**config.mk**
```make
export PLATFORM = sky130hd
export DESIGN_NAME = multi_spi_tx_flat
export DESIGN_NICKNAME = d
export VERILOG_FILES = /design/src/rtl/multi_spi_tx_if.sv /design/src/rtl/multi_spi_tx.sv /design/src/flat_wrapper.sv
export SDC_FILE = /design/constraint.sdc
export NUM_CORES = 1
export LEC_CHECK = 0
export ABC_AREA = 1
export ABC_CLOCK_PERIOD_IN_PS = 1600
export BUFFER_PORTS_ARGS = -buffer_cell sky130_fd_sc_hd__buf_2
export CORE_MARGIN = 2
export CORE_UTILIZATION = 49
export CTS_CLUSTER_SIZE = 30
export DETAILED_ROUTE_END_ITERATION = 8
export PLACE_DENSITY_LB_ADDON = 0.05
export SLEW_MARGIN = 25
export SYNTH_ARGS = -nofsm -noshare
export SYNTH_HDL_FRONTEND = slang
export SYNTH_SLANG_ARGS = --single-unit
```
**constraint.sdc**
```tcl
create_clock -name clk -period 1.6 [get_ports clk]
set_clock_uncertainty 0.15 [all_clocks]
set_input_delay 0.16 -clock clk [delete_from_list [all_inputs] [get_ports clk]]
set_output_delay 0.16 -clock clk [all_outputs]
set_load 0.02 [all_outputs]
```
**src/rtl/multi_spi_tx_if.sv**
```systemverilog
// Handshake and quad-lane SPI bus bundle for multi_spi_tx.
// master = word source and line observer, slave = the serializer itself.
interface multi_spi_tx_if #(
  parameter int REGSIZE = 32
);
  logic               in_valid;
  logic               in_ready;
  logic [REGSIZE-1:0] din;
  logic               sclk;
  logic               cs_n;
  logic [3:0]         dout;
  logic               busy;
  logic               done;

  modport master (
    output in_valid, din,
    input  in_ready, sclk, cs_n, dout, busy, done
  );

  modport slave (
    input  in_valid, din,
    output in_ready, sclk, cs_n, dout, busy, done
  );
endinterface

```
**src/rtl/multi_spi_tx.sv**
```systemverilog
// Quad-lane SPI-style serializer: one REGSIZE-bit word per frame, MSB nibble first,
// mode 0 (lanes change on sclk fall, sampled on sclk rise), active-low frame select.
module multi_spi_tx #(
  parameter int REGSIZE = 32,
  parameter int CLKDIV  = 2
) (
  input logic          clk,
  input logic          rst_n,
  multi_spi_tx_if.slave bus
);

  localparam int NIBBLES = REGSIZE / 4;
  localparam int HW = (CLKDIV > 1) ? $clog2(CLKDIV) : 1;
  localparam int NW = (NIBBLES > 1) ? $clog2(NIBBLES) : 1;
  localparam logic [HW-1:0] HALF_LAST = HW'(CLKDIV - 1);
  localparam logic [NW-1:0] NIB_LAST  = NW'(NIBBLES - 1);

  typedef enum logic [1:0] {IDLE, SHIFT, CS_HOLD} state_t;

  state_t             state;
  logic [REGSIZE-1:0] shreg;
  logic [HW-1:0]      half_cnt;
  logic [NW-1:0]      nib_cnt;
  logic               sclk_q;
  logic               cs_n_q;
  logic               done_q;
  logic [3:0]         dout_q;
  logic               ready;

  assign ready        = (state == IDLE);
  assign bus.in_ready = ready;
  assign bus.busy     = (state != IDLE);
  assign bus.sclk     = sclk_q;
  assign bus.cs_n     = cs_n_q;
  assign bus.dout     = dout_q;
  assign bus.done     = done_q;

  // shreg holds the nibbles not yet presented; the first one goes straight to dout at capture.
  always_ff @(posedge clk or negedge rst_n) begin
    if (!rst_n) begin
      state    <= IDLE;
      shreg    <= '0;
      half_cnt <= '0;
      nib_cnt  <= '0;
      sclk_q   <= 1'b0;
      cs_n_q   <= 1'b1;
      done_q   <= 1'b0;
      dout_q   <= 4'h0;
    end else begin
      done_q <= 1'b0;
      case (state)
        IDLE: begin
          if (bus.in_valid && ready) begin
            state    <= SHIFT;
            cs_n_q   <= 1'b0;
            sclk_q   <= 1'b0;
            dout_q   <= bus.din[REGSIZE-1 -: 4];
            shreg    <= bus.din << 4;
            half_cnt <= '0;
            nib_cnt  <= '0;
          end
        end
        SHIFT: begin
          if (half_cnt == HALF_LAST) begin
            half_cnt <= '0;
            if (!sclk_q) begin
              sclk_q <= 1'b1;
            end else if (nib_cnt == NIB_LAST) begin
              // last falling edge: lanes keep the final nibble through the hold time
              state  <= CS_HOLD;
              sclk_q <= 1'b0;
            end else begin
              sclk_q  <= 1'b0;
              dout_q  <= shreg[REGSIZE-1 -: 4];
              shreg   <= shreg << 4;
              nib_cnt <= nib_cnt + NW'(1);
            end
          end else begin
            half_cnt <= half_cnt + HW'(1);
          end
        end
        CS_HOLD: begin
          if (half_cnt == HALF_LAST) begin
            state    <= IDLE;
            cs_n_q   <= 1'b1;
            dout_q   <= 4'h0;
            done_q   <= 1'b1;
            half_cnt <= '0;
          end else begin
            half_cnt <= half_cnt + HW'(1);
          end
        end
        default: state <= IDLE;
      endcase
    end
  end

endmodule

```
**src/flat_wrapper.sv**
```systemverilog
// flat-port wrapper written by rule: the top's interface ports become plain ports
module multi_spi_tx_flat 
#(
  parameter int REGSIZE = 32,
  parameter int CLKDIV  = 2
)
  (clk, rst_n, bus_in_valid, bus_din, bus_in_ready, bus_sclk, bus_cs_n, bus_dout, bus_busy, bus_done);
  multi_spi_tx_if #(.REGSIZE(REGSIZE)) bus_i ();
  input logic clk;
  input logic rst_n;
  input wire logic [$bits(bus_i.in_valid)-1:0] bus_in_valid;
  input wire logic [$bits(bus_i.din)-1:0] bus_din;
  output wire logic [$bits(bus_i.in_ready)-1:0] bus_in_ready;
  output wire logic [$bits(bus_i.sclk)-1:0] bus_sclk;
  output wire logic [$bits(bus_i.cs_n)-1:0] bus_cs_n;
  output wire logic [$bits(bus_i.dout)-1:0] bus_dout;
  output wire logic [$bits(bus_i.busy)-1:0] bus_busy;
  output wire logic [$bits(bus_i.done)-1:0] bus_done;
  assign bus_i.in_valid = bus_in_valid;
  assign bus_i.din = bus_din;
  assign bus_in_ready = bus_i.in_ready;
  assign bus_sclk = bus_i.sclk;
  assign bus_cs_n = bus_i.cs_n;
  assign bus_dout = bus_i.dout;
  assign bus_busy = bus_i.busy;
  assign bus_done = bus_i.done;
  multi_spi_tx #(.REGSIZE(REGSIZE), .CLKDIV(CLKDIV)) u_core (.clk(clk), .rst_n(rst_n), .bus(bus_i));
endmodule
```
; Word level (Yosys, flattened, before mapping)
; Cells that the tools add are included.
[classes]
add_sub_neg = 2
n_eq_ne = 9
muxes = 32
n_reduce_logical = 14
[ops]
columns = operator, count
row1 = $mux 32, 4
row2 = $pmux 32 s2, 1
row3 = $mux 4, 5
row4 = $mux 3, 4
row5 = $pmux 4 s3, 1
row6 = $mux 2, 5
row7 = $reduce_and 5->1, 2
row8 = $ne 2x1->1 const B, 4
row9 = $reduce_bool 2->1, 4
row10 = $mux 1, 7
row11 = $pmux 1 s2, 3
row12 = $pmux 2 s3, 1
row13 = $pmux 3 s2, 1
row14 = $reduce_and 3->1, 2
row15 = $reduce_and 6->1, 1
row16 = $ne 2x2->1 const B, 2
row17 = $add 3x1->3 const B, 1
row18 = $eq 3x3->1 const B, 1
row19 = $reduce_bool 3->1, 1
row20 = $eq 2x1->1 const B, 1
row21 = $eq 2x2->1 const B, 1
row22 = $logic_not 2->1, 1
row23 = $reduce_and 2->1, 1
row24 = $reduce_or 2->1, 1
row25 = other kinds (2), 2
[totals]
regBits = 45
word_cells = 65

; Longest topological paths before layout
[logic_depth]
depth_word = 5
ltp_mapped = 10

; Least setup slack after synthesis
; OpenSTA, ideal clock, no wires.
[synth_timing]
path_kind = register to register
startpoint = register u_core.state[0]
endpoint = register u_core.nib_cnt[0]
setup_time_ps = 116
arrival_time_ps = 1467
t_required_ps = 1334
slack_ps = -134
path_stages_with_launch = 9
period_less_slack_ps = 1734
path_cell_list = dfrtp_1 inv_1 ha_1 nor2_1 nor2_4 nand2_2 buf_6 nand2_1 nand2_1
[synth_between]
elab_chain_len = 4
word_cells_on_any_way = 10
[synth_rtl]
columns = item, line
row1 = "start, declared", multi_spi_tx.sv:20  ; state_t state;
row2 = "start signal, assigned", multi_spi_tx.sv:41  ; state <= IDLE;
row3 = "start signal, assigned", multi_spi_tx.sv:54  ; state <= SHIFT;
row4 = "start signal, assigned", multi_spi_tx.sv:70  ; state <= CS_HOLD;
row5 = $logic_not 2->1 *, multi_spi_tx.sv:30  ; assign ready = (state == IDLE);
row6 = net bus_in_ready, flat_wrapper.sv:13  ; output wire logic [$bits(bus_i.in_ready)-1:0] bus_in_ready;
row7 = $logic_and 1x1->1, multi_spi_tx.sv:53  ; if (bus.in_valid && ready) begin
row8 = $ne 2x2->1 (no source line), --
row9 = $reduce_and 5->1 (no source line), --
row10 = "end signal, assigned", multi_spi_tx.sv:76  ; nib_cnt <= nib_cnt + NW'(1);
row11 = "end, declared", multi_spi_tx.sv:23  ; logic [NW-1:0] nib_cnt;
; Mark *: on every way through the listed nets, which the timed path passes. The rest lies on a longest branch.
; A chain may end at the register's enable or synchronous reset.

; Worst setup path in the final report
[layout_timing]
startpoint = register u_core.state[0]
endpoint = output port bus_busy
[layout_between]
elab_chain_len = 1
[layout_rtl]
columns = item, line
row1 = $reduce_bool 2->1, multi_spi_tx.sv:32  ; assign bus.busy = (state != IDLE);
row2 = "end, declared", flat_wrapper.sv:17  ; output wire logic [$bits(bus_i.busy)-1:0] bus_busy;
; Every way passes these cells.

==> metrics.csv <==
stage;metric;value;unit
outcome;outcome;finished with violations;
outcome;violations;setup timing;
worst_setup_path;path_delay_family;flip-flops;
sta;fin_crit_sh;1.02;
synth;synth_nets;345;
worst_setup_path;cp_common_cell;buf_4;
die;dieArea;5090;um2
worst_setup_path;crit_type;flop to output pin;
sta;worst_slack;-0.0252;ns
routing;routed_wl;4860;um
place;place_ws;-0.0795;ns
sta;rsz0062_at_grt;true;
global_route;grt_pass1_vias;1972;
place;placed_cell_area;2590;um2
finish;nNetsFinal;398;
clocking;cts.reportedPaths.clkPinSlew;0.08;ns
clocking;cts_inserted_buffers;5;
routing;drc_errors;0;
sta;max_freq;615;MHz
sta;setup_viol;31;
die;initial_core_util;0.510;
synth;synth_cells;303;
worst_setup_path;reg2regPathDepth;9;
die;die_w;71.3;um
place;place.gp.congestion;0.762;
die;rows;24;
worst_setup_path;critPathArrivalTime;1.32;ns
worst_setup_path;r2r-end;u_core.shreg[23]$_DFFE_PN0P_;
worst_setup_path;cp_slowest_cell;dfrtp_2;
finish;drive_gt1_frac;0.246;
pwr;p_leak;0.00160;uW
global_route;grtUsageTotal;0.217;
clocking;cts_tree;done;
pwr;p_per_area;1970;nW/um2
worst_setup_path;cp.depth;5;
sta;min_period;1.63;ns
routing;dr.pass1.iters;4;
routing;vias;2012;
die;coreArea;4350;um2
worst_setup_path;regToRegStartpoint;u_core.nib_cnt[0]$_DFFE_PN0P_;
worst_setup_path;cp-start-kind;flop;
synth;synth.distinct_cells;19;
global_route;grt_max_degree;32;
finish;syn_to_final_growth;24.4;%
sta;max_slew_margin;0.716;
routing;drt-vias-per-instance;4.92;
sta;hold_violations;0;
job;maxCapViolCount;0;
die;die_h;71.3;um
worst_setup_path;crit_required;1.29;ns
worst_setup_path;end_kind;output pin;
clocking;htree_num_levels;2;
die;io_pins;44;
worst_setup_path;r2r_slack;-0.02;ns
routing;wl_per_cell;11.9;um
worst_setup_path;path_cells;inv_2 > ha_4 > buf_4 > inv_1 > buf_4;
place;dpl.hpwl;3370;um
worst_setup_path;crit_start;u_core.state[0]$_DFFE_PN0P_;
clocking;cts_buffer_depth;2;
clocking;clkLatencyLatePin;0.29;ns
pwr;p_total;5450;uW
sta;tightest_slew;0.426;ns
finish;nFillCells;411;
synth;syn_area;2220;um2
synth;ys_ff_latch;41;
pwr;peakVddDrop;1.01;mV
finish;final_common_cell;nand2_1;
finish;finalCoreUtilization;0.635;
worst_setup_path;slowest_delay;0.45;ns
finish;finalInstanceArea;2760;um2
synth;synth.avg_cell_area;7.33;um2
synth;synth_seq_area_share;0.462;
worst_setup_path;critPathBufInv;4;
global_route;grt_pass1_wl;8760;um
finish;final_cell_mix;nand2_1, buf_2, dfrtp_1;
clocking;cts_root_buf;clkbuf_8;
place;io_buffers;43;
synth;ys_warn_count;0;
worst_setup_path;endpoint;bus_busy;
routing;first_iter_violations;99;
sta;finalMaxSlewViolations;0;
worst_setup_path;cp_max_fo;5;
routing;ant_nets;0;
clocking;cts.sink_count;41;
hold_path;hold_class;input pin to flop;
global_route;grt-ovfl-total;0;
finish;antennaDiodeCount;0;
global_route;antenna_found_initial;0;
metrics by stage:
| step | setup TNS [ns] | hold slack (ns) | cells |
|---|---|---|---|
| global placement | -1.99 | -0.0243 | 399 |
| detailed placement | -2.31 | -0.0275 | 399 |
| floorplan | 0 | -0.286 | 303 |
| CTS | -0.590 | 0.0261 | 408 |
| finish | -0.297 | 0.0308 | 409 |
| global route | -3.82 | 0.0489 | 409 |
timing repair:
| item | 4_1_cts | 5_1_grt |
|---|---|---|
| hold buffers | 1 | 0 |
| endpoints found under the setup margin | 38 | 39 |
| gates cloned | 0 | 0 |
| buffers inserted | 0 | 1 |
| gates resized for setup | 8 | 3 |
| pin swaps | 2 | 1 |
| endpoints found under the hold margin | 39 | 0 |
cell type report:
| cell class | count | area, um2 | area share |
|---|---|---|---|
| Multi-Input combinational cell | 236 | 1090 | 0.396 |
| Sequential cell | 41 | 1030 | 0.372 |
| Inverter | 10 | 37.5 | 0.0136 |
| Tap cell | 52 | 65.1 | 0.0235 |
| Clock buffer | 7 | 86.3 | 0.0312 |
| Timing Repair Buffer | 62 | 423 | 0.153 |
| Clock inverter | 1 | 30.0 | 0.0109 |
where the power goes:
group / leakage (uW) / internal [uW] / switching [uW]
logic: 0.00102 / 1150 / 1740
registers: 0.000523 / 1460 / 233
clock network: 0.0000585 / 509 / 357
total: 0.00160 / 3120 / 2330
kinds of logic after synthesis:
| kind of cell | count (synthesis) | share of synthesized area |
|---|---|---|
| buffers and inverters | 26 | 0.0653 |
| AND/OR/NAND/NOR | 223 | 0.418 |
| AO/OA/AOI/OAI | 6 | 0.0146 |
| flip-flops | 41 | 0.462 |
| adder cells (fa/ha/maj) | 7 | 0.0394 |
Yosys cell counts, drive strengths merged:
cell type,number,area share
a21oi,2,0.0045
buf,15,0.047
dfstp,1,0.012
nor2,4,0.014
or2,1,0.0028
nand2,176,0.30
ha,7,0.039
nand3b,6,0.020
dfrtp,40,0.45
inv,10,0.017
clkbuf,1,0.0017
o21ai,3,0.0068
o211ai,1,0.0034
nand3,36,0.081
sequential cells by signal (all words and copies together), names as in the netlist:
register,flops
u_core.nib_cnt,3
u_core.shreg,28
u_core.bus.dout,4
u_core.half_cnt,1
u_core.bus.done,1
u_core.state,2
u_core.bus.sclk,1
u_core.bus.cs_n,1
how the worst min path moves through the flow:
stage	startpoint	end	slack [ns]	cells past startpoint
4_1_cts	bus_din[22]	u_core.shreg[26]$_DFFE_PN0P_	0.03	5
2_1_floorplan	rst_n	u_core.bus.done$_DFF_PN0_	-0.29	0
3_5_place_dp	rst_n	u_core.bus.sclk$_DFFE_PN0P_	-0.03	1
3_3_place_gp	rst_n	u_core.bus.sclk$_DFFE_PN0P_	-0.02	1
6_report	bus_din[22]	u_core.shreg[26]$_DFFE_PN0P_	0.03	5
5_1_grt	bus_din[20]	u_core.shreg[24]$_DFFE_PN0P_	0.05	5
worst register-to-register path, stage by stage, from the launching register on:
cell and delay (ns):
dfrtp_1 0.40, ha_2 0.20, ha_4 0.16, nand2_2 0.06, nand2_2 0.06, nor2_4 0.12, nand2_2 0.08, buf_12 0.16
nand2_1 0.09, nand2_1 0.05
routing by layer:
metal / wire length (um) / global-route usage
met5: 0 / 0
met4: 111 / 0.0839
met3: 182 / 0.0464
met2: 2300 / 0.354
met1: 2270 / 0.283
(Power assumes the default switching activity.)
